[config.mk]
export PLATFORM = sky130hd
export DESIGN_NAME = time_entry_ctrl
export DESIGN_NICKNAME = d
export VERILOG_FILES = /design/src/rtl/time_entry_ctrl.sv
export SDC_FILE = /design/constraint.sdc
export NUM_CORES = 1
export LEC_CHECK = 0
export ABC_AREA = 1
export BUFFER_PORTS_ARGS = -buffer_cell sky130_fd_sc_hd__clkbuf_2
export CAP_MARGIN = 0
export CORE_MARGIN = 4
export CORE_UTILIZATION = 40
export DETAILED_ROUTE_END_ITERATION = 10
export SETUP_SLACK_MARGIN = 0.15
export SYNTH_ARGS = -nofsm -noshare
export SYNTH_HDL_FRONTEND = slang
export SYNTH_SLANG_ARGS = --single-unit
[constraint.sdc]
create_clock -name clk -period 2.8 [get_ports clk]
set_input_delay 0.14 -clock clk [delete_from_list [all_inputs] [get_ports clk]]
set_output_delay 0.14 -clock clk [all_outputs]
set_load 0.02 [all_outputs]
[src/rtl/time_entry_ctrl.sv]
// time_entry_ctrl: keypad HH:MM entry FSM driving the current-time and alarm load strobes.
// Optional inactivity timeout is compiled in with `define ENTRY_TIMEOUT_EN.
module time_entry_ctrl #(
  parameter int unsigned TIMEOUT_SEC = 10
) (
  input  logic       clk,
  input  logic       reset,
  input  logic       one_second,
  input  logic       key_valid,
  input  logic [3:0] key,
  input  logic       time_button,
  input  logic       alarm_button,
  output logic [3:0] new_current_time_ms_hr,
  output logic [3:0] new_current_time_ls_hr,
  output logic [3:0] new_current_time_ms_min,
  output logic [3:0] new_current_time_ls_min,
  output logic       load_new_c,
  output logic       load_new_a,
  output logic       show_new_time,
  output logic       show_a,
  output logic       entry_error
);

  typedef enum logic [1:0] {IDLE, ENTRY, SHOW_ALARM} state_t;

  state_t     state;
  logic       digit;
  logic       buf_ok;
  logic       timeout_hit;
  logic [6:0] hours;

  assign digit  = key_valid && (key <= 4'd9);
  assign hours  = 7'(new_current_time_ms_hr) * 7'd10 + 7'(new_current_time_ls_hr);
  assign buf_ok = (hours <= 7'd23) && (new_current_time_ms_min <= 4'd5);

`ifdef ENTRY_TIMEOUT_EN
  localparam logic [7:0] TIMEOUT_LIM = 8'(TIMEOUT_SEC);

  logic [7:0] sec_cnt;
  logic       restart;

  // Any digit restarts the count; so does opening the alarm display from IDLE.
  assign restart     = digit || (state == IDLE && alarm_button);
  assign timeout_hit = (state != IDLE) && one_second && (sec_cnt + 8'd1 == TIMEOUT_LIM);

  always_ff @(posedge clk or posedge reset) begin
    if (reset)                           sec_cnt <= '0;
    else if (restart)                    sec_cnt <= '0;
    else if (state != IDLE && one_second) sec_cnt <= sec_cnt + 8'd1;
  end
`else
  logic unused_timeout;

  assign timeout_hit    = 1'b0;
  assign unused_timeout = ^{one_second, 8'(TIMEOUT_SEC)};
`endif

  // NOTE: every register here uses <= so all branches see pre-edge values of state and buffer.
  always_ff @(posedge clk or posedge reset) begin
    if (reset) begin
      state                   <= IDLE;
      new_current_time_ms_hr  <= '0;
      new_current_time_ls_hr  <= '0;
      new_current_time_ms_min <= '0;
      new_current_time_ls_min <= '0;
      load_new_c              <= 1'b0;
      load_new_a              <= 1'b0;
      entry_error             <= 1'b0;
      show_new_time           <= 1'b0;
      show_a                  <= 1'b0;
    end else begin
      load_new_c  <= 1'b0;
      load_new_a  <= 1'b0;
      entry_error <= 1'b0;
      case (state)
        IDLE, SHOW_ALARM: begin
          if (state == SHOW_ALARM && alarm_button) begin
            state  <= IDLE;
            show_a <= 1'b0;
          end else if (digit) begin
            state                   <= ENTRY;
            show_new_time           <= 1'b1;
            show_a                  <= 1'b0;
            new_current_time_ms_hr  <= '0;
            new_current_time_ls_hr  <= '0;
            new_current_time_ms_min <= '0;
            new_current_time_ls_min <= key;
          end else if (state == IDLE && alarm_button) begin
            state  <= SHOW_ALARM;
            show_a <= 1'b1;
          end else if (timeout_hit) begin
            state  <= IDLE;
            show_a <= 1'b0;
          end
        end
        ENTRY: begin
          if (time_button || alarm_button) begin
            // time_button outranks alarm_button when both arrive together.
            load_new_c    <= buf_ok && time_button;
            load_new_a    <= buf_ok && !time_button;
            entry_error   <= !buf_ok;
            state         <= IDLE;
            show_new_time <= 1'b0;
          end else if (digit) begin
            new_current_time_ms_hr  <= new_current_time_ls_hr;
            new_current_time_ls_hr  <= new_current_time_ms_min;
            new_current_time_ms_min <= new_current_time_ls_min;
            new_current_time_ls_min <= key;
          end else if (timeout_hit) begin
            state         <= IDLE;
            show_new_time <= 1'b0;
          end
        end
        default: begin
          state         <= IDLE;
          show_new_time <= 1'b0;
          show_a        <= 1'b0;
        end
      endcase
    end
  end

endmodule

==> flow_metrics.tcl, run 1 <==
set metrics [dict create \
    num_vias 1029 \
    crit_required_ns 3.05 \
    r2r_cells 11 \
    clkTransAtPathRegs_ns 0.12 \
    period_needed_ns 2.21 \
    antenna_found_initial 0 \
    grt_start_max_net_pins 31 \
    hold_path_end "new_current_time_ls_min[0]" \
    overflow 0 \
    cp_data_arrival_time_ns 2.46 \
    max_slew_margin 0.446 \
    post-place-ws_ns 0.590 \
    grt_usage 0.134 \
    num_antenna_cells 0 \
    cp-end-kind "register" \
    wl_per_cell_um 10.9 \
    cp_max_fo 5 \
    cp_num_buf_inv 1 \
    synth_ff_type "dfrtp_1" \
    synth-edff-count 0 \
    start_kind "register" \
    synth_cell_types 20 \
    core_area_um2 3050 \
    slew_viol_final 0 \
    hold_path_class "in2reg" \
    numCtsBuffers 3 \
    vdd_drop_max_uv 312 \
    fmax_mhz 452 \
    status "complete, no violations" \
    wl_mm 2.45 \
    path_delay_family "adder cells" \
    top_usage_layer "met2" \
    power_leakage_nw 0.760 \
    syn_avg_cell_area_um2 8.50 \
    crit_chain "ha_1 -> ha_1 -> inv_1 -> fa_1 -> nor2_1 -> nand3_1 -> nand2_1 -> nand2_1 -> nor2_1 -> nand2_1 -> nor2_1" \
    drive_gt1_frac 0.267 \
    cts-hold-fix-buffers 1 \
    gp_congestion 0.753 \
    maxCapViolCount 0 \
    ios 31 \
    powerDensity_nw_per_um2 796 \
    cts_root_buf "clkbuf_4" \
    syn-cell-area_um2 1270 \
    rows 20 \
    syn-num-nets 168 \
    met3_usage 0.0191 \
    postSynth.asyncResetShare 1.00 \
    dp_hpwl_mm 1.91 \
    cts_resized 0 \
    synth_cells 150 \
    cts_sinks 23 \
    port_buffers 29 \
    period_share 0.790 \
    rsz0062_at_grt "false" \
    worst_pin_slew_ns 0.830 \
    worstSetupStartpoint "new_current_time_ms_hr[1]" \
    ys_seq_area_frac 0.451 \
    hp-start "key[0]" \
    tritoncts "built" \
    grt_pass1_wl_mm 4.40 \
    ys_seq_elements 23 \
    critPathKind "reg2reg" \
    final_hold_viol_count 0 \
    clock_latency_ns 0.30 \
    drt_iter0_drc 52 \
    dr.pass1.iters 4 \
    die_w_um 64.5 \
    die_h_um 64.5 \
    timing.final.ws_setup_ns 0.589 \
    die_area_um2 4150 \
    start_util 0.418 \
    setup_tns_ns 0 \
    slowest_stage "dfrtp_1" \
    skew_ns 0.00302 \
    cts_post_setup_buffers_inserted 0 \
    min_path_cells 3 \
    htreeDepth 1 \
    cpPeakStageDelay_ns 0.47 \
    grt_pass1_vias 1039 \
    fin_nets 199 \
    via_per_inst 4.59 \
    r2r_slack_ns 0.59 \
    syn_to_final_growth_pct 15.8 \
    remaining_drc_errors 0 \
    cts_max_path_buffers 2 \
    setup_viol 0 \
    gr-usage-met1 0.163 \
    r2r-end "load_new_a" \
    met2_usage 0.236 \
    reg2reg_from "new_current_time_ms_hr[1]" \
    ant_nets 0 \
    yosysWarnings 0 \
]
## layout by cell type, fill, tap and decap left out, drive strengths merged
cell type	Yosys	layout
nand4	2	2
inv	18	18
o21ai	7	7
nand3	13	13
nor2	20	20
dlygate4sd3	0	1
o22ai	1	1
dfrtp	23	23
a21oi	14	14
nand2	39	39
xor2	1	1
clkbuf	0	33
fa	2	2
ha	6	6
## registers in the layout, indices dropped and copies added, names as in the netlist
register                 count
new_current_time_ls_hr       4
new_current_time_ls_min      4
new_current_time_ms_hr       4
new_current_time_ms_min      4
state                        2
entry_error                  1
load_new_a                   1
load_new_c                   1
show_a                       1
show_new_time                1
## routing by layer
metal	wire, um	share of wire	up-vias
met3	99	0.040	4
li1	-	-	536
met1	1110	0.45	470
met2	1210	0.49	19
met5	0	0	-
met4	29	0.012	0
## synth_stat cells (all sizes together) (2+ instances only)
master   n  share of area
nor2    20          0.069
ha       6          0.059
nand3   13          0.055
nand4    2         0.0098
fa       2          0.031
buf      4          0.027
inv     18          0.053
nand2   39           0.11
dfrtp   23           0.45
a21oi   14          0.090
o21ai    7          0.027
## worst register-to-register path, delay by kind of cell, from the launching register on
kind          cells  cell delay [ns]
fa+ha+maj         3             0.96
buf+inv           1             0.07
flops             1             0.47
simple gates      7             0.66
## worst max path at each step
stage / cells after the start / to / slack [ns]
floorplan: 11 / load_new_a / 0.68
global placement: 11 / load_new_a / 0.66
detailed placement: 11 / load_new_a / 0.59
CTS: 11 / load_new_a / 0.56
global route: 11 / load_new_a / 0.30
finish: 11 / load_new_a / 0.59
## area by class of cell
| cell class | count | area [um2] |
|---|---|---|
| repair buffers | 30 | 155 |
| multi-input cells | 105 | 597 |
| well taps | 44 | 55.1 |
| fillers | 308 | 1580 |
| inverters | 18 | 67.6 |
| flip-flops and latches | 23 | 576 |
| clock buffers | 4 | 26.3 |
## power by group
part           leakage (nW)  switching (W)  internal (W)  total, W
sequential            0.284      0.0000702      0.000407  0.000477
clock                0.0150      0.0000944     0.0000556  0.000150
combinational         0.461       0.000354      0.000194  0.000548
total                 0.760       0.000519      0.000657   0.00118
## through the flow
step                utilization  hold slack (ns)  total power, W  instances  instance area, um2
CTS                       0.484           0.0208         0.00119        224                1480
detailed placement        0.472            0.331         0.00104        219                1440
finish                    0.484           0.0269         0.00118        224                1480
floorplan                     -            0.142        0.000889        150                1270
global placement          0.472            0.338         0.00102        219                1440
global route              0.484           0.0353         0.00128        224                1480
## cell families after synthesis
logic type / Yosys count / synth area share
and+or+nand+nor: 74 / 0.248
DFF: 23 / 0.451
AOI/OAI and AO/OA: 22 / 0.123
buffers and inverters: 22 / 0.0805
adders and majority gates: 8 / 0.0903
xor gates and xnor gates: 1 / 0.00687
Power figures use the tool's default switching activity.
==> run 2: changes to the inputs <==
--- a/config.mk
+++ b/config.mk
@@ -11,6 +11,7 @@
 export CORE_MARGIN = 4
 export CORE_UTILIZATION = 40
 export DETAILED_ROUTE_END_ITERATION = 10
+export PLACE_DENSITY = 0.65
 export SETUP_SLACK_MARGIN = 0.15
 export SYNTH_ARGS = -nofsm -noshare
 export SYNTH_HDL_FRONTEND = slang
==> constraint.sdc (replaced) <==
create_clock -name clk -period 1.9 [get_ports clk]
set_input_delay 0.095 -clock clk [delete_from_list [all_inputs] [get_ports clk]]
set_output_delay 0.095 -clock clk [all_outputs]
set_load 0.02 [all_outputs]
==> run 2 against run 1 <==
The run now ends with setup timing left. Power grew 58%. Final area up 9.8%. Via count up 1.3%. First-iteration DRC count shrank 31%.
==> flow_metrics.tcl, run 2 (same netlist as run 1, synthesis figures left out) <==
set metrics [dict create \
    rows 20 \
    dp_hpwl_mm 2.02 \
    multi_input_area_um2 637 \
    grt_pass1_wl_mm 4.67 \
    powerDensity_nw_per_um2 1140 \
    maxCapViolCount 0 \
    htreeDepth 1 \
    drive_gt1_frac 0.340 \
    register_area_um2 578 \
    max_slew_margin 0.599 \
    ios 31 \
    switching_share 0.433 \
    cts_max_path_buffers 2 \
    port_buffers 29 \
    pwr-share-seq 0.377 \
    antenna_found_initial 0 \
    via_per_inst 4.43 \
    vdd_drop_max_uv 570 \
    p_clk_frac 0.118 \
    r2r_slack_ns -0.12 \
    skew_ns 0.0148 \
    ant_nets 0 \
    tritoncts "built" \
    syn_to_final_growth_pct 27.2 \
    layout_commonest_cell "nand2_1" \
    num_antenna_cells 0 \
    grt_pass1_vias 1101 \
    core_area_um2 3050 \
    dr.pass1.iters 4 \
    layout_common_cells "nand2_1 (39), clkbuf_2 (29), dfrtp_1 (21), inv_1 (17), nor2_1 (15)" \
    power_frac_comb 0.506 \
    cts_sinks 23 \
    worst_pin_slew_ns 0.600 \
    crit_required_ns 2.13 \
    fill_cells 307 \
    cp_max_fo 2 \
    period_share 1.07 \
    p_sw_w 0.000803 \
    numCtsBuffers 3 \
    remaining_drc_errors 0 \
    setup_viol 3 \
    power_leakage_nw 0.816 \
    r2r_cells 11 \
    die_w_um 64.5 \
    cp-end-kind "register" \
    drt_iter0_drc 36 \
    cp_data_arrival_time_ns 2.26 \
    timing.final.ws_setup_ns -0.124 \
    grt_start_max_net_pins 31 \
    holdWs_ns 0.00987 \
    fin_nets 210 \
    failed_checks "setup timing" \
    die_area_um2 4150 \
    overflow 0 \
    rsz0062_at_grt "true" \
    clock_latency_ns 0.30 \
    period_needed_ns 2.02 \
    clkTransAtPathRegs_ns 0.13 \
    min_path_cells 3 \
    cts_root_buf "clkbuf_4" \
    critPathKind "reg2reg" \
    start_kind "register" \
    die_h_um 64.5 \
    slew_viol_final 0 \
    wl_mm 2.59 \
    p_int_w 0.00105 \
    post-place-ws_ns -0.173 \
    fin_total_pwr_w 0.00185 \
    hold_path_class "in2reg" \
    start_util 0.418 \
    num_vias 1042 \
    gp_congestion 0.838 \
    final_hold_viol_count 0 \
    grt_usage 0.142 \
    status "finished, violations left" \
    wl_per_cell_um 11.0 \
    fmax_mhz 494 \
]
==> run 2: final cells by class <==
cell class / instances / share of cell area
well taps: 44 / 0.0340
multi-input cells: 105 / 0.393
inverters: 18 / 0.0417
flip-flops and latches: 23 / 0.356
clock buffers: 4 / 0.0162
repair buffers: 41 / 0.159
==> run 2: path summary, 6_finish.rpt <==
check | startpoint | endpoint
worst max-delay path | new_current_time_ms_hr[3] | load_new_c
worst min-delay path | key[1] | new_current_time_ls_min[1]
worst max register to register | new_current_time_ms_hr[3] | load_new_c
worst min register to register | show_a | show_a
max in group asynchronous | reset | state[0]
min in group asynchronous | reset | new_current_time_ms_hr[3]
==> run 2: metrics by stage <==
step | instances | utilization | cell area (um2) | setup TNS [ns]
3_3_place_gp | 225 | 0.500 | 1530 | -0.261
3_5_place_dp | 225 | 0.500 | 1530 | -0.452
6_report | 235 | 0.531 | 1620 | -0.309
2_1_floorplan | 150 | - | 1300 | -0.333
5_1_grt | 235 | 0.531 | 1620 | -0.614
4_1_cts | 234 | 0.525 | 1600 | -0.358
==> run 2: power by group through the flow <==
| stage | Sequential (W) | Combinational (W) | Clock (W) |
|---|---|---|---|
| after detailed placement | 0.000712 | 0.000895 | 0 |
| after global routing | 0.000720 | 0.00106 | 0.000257 |
| after CTS | 0.000701 | 0.000935 | 0.000230 |
| final | 0.000699 | 0.000938 | 0.000218 |
| after floorplan | 0.000839 | 0.000498 | 0 |
| after global placement | 0.000705 | 0.000879 | 0 |
==> run 2: worst max-delay path: stages, from the launching register on <==
cell and delay (ns):
dfrtp_2 0.45, ha_4 0.27, ha_4 0.11, inv_2 0.03, fa_1 0.51, nor2_2 0.05
buf_4 0.13, nand3_2 0.06, nand2_1 0.06, nor2_2 0.12, nand2_1 0.08, nor2_1 0.09
==> run 2: what timing repair did <==
| item | 4_1_cts | 5_1_grt |
|---|---|---|
| resized for setup | 2 | 2 |
| pin swaps | 5 | 3 |
| buffers inserted | 2 | 0 |
| hold endpoints to repair | 17 | 1 |
| endpoints found under the setup margin | 3 | 3 |
| hold buffers | 3 | 1 |
==> run 2: metal layers <==
layer	wire length (um)	track usage	share of wire	vias up
met5	0	0	0	-
met4	23	0.0475	0.0089	0
met3	87	0.0243	0.034	2
met2	1300	0.255	0.50	23
met1	1170	0.172	0.45	461
li1	-	-	-	556
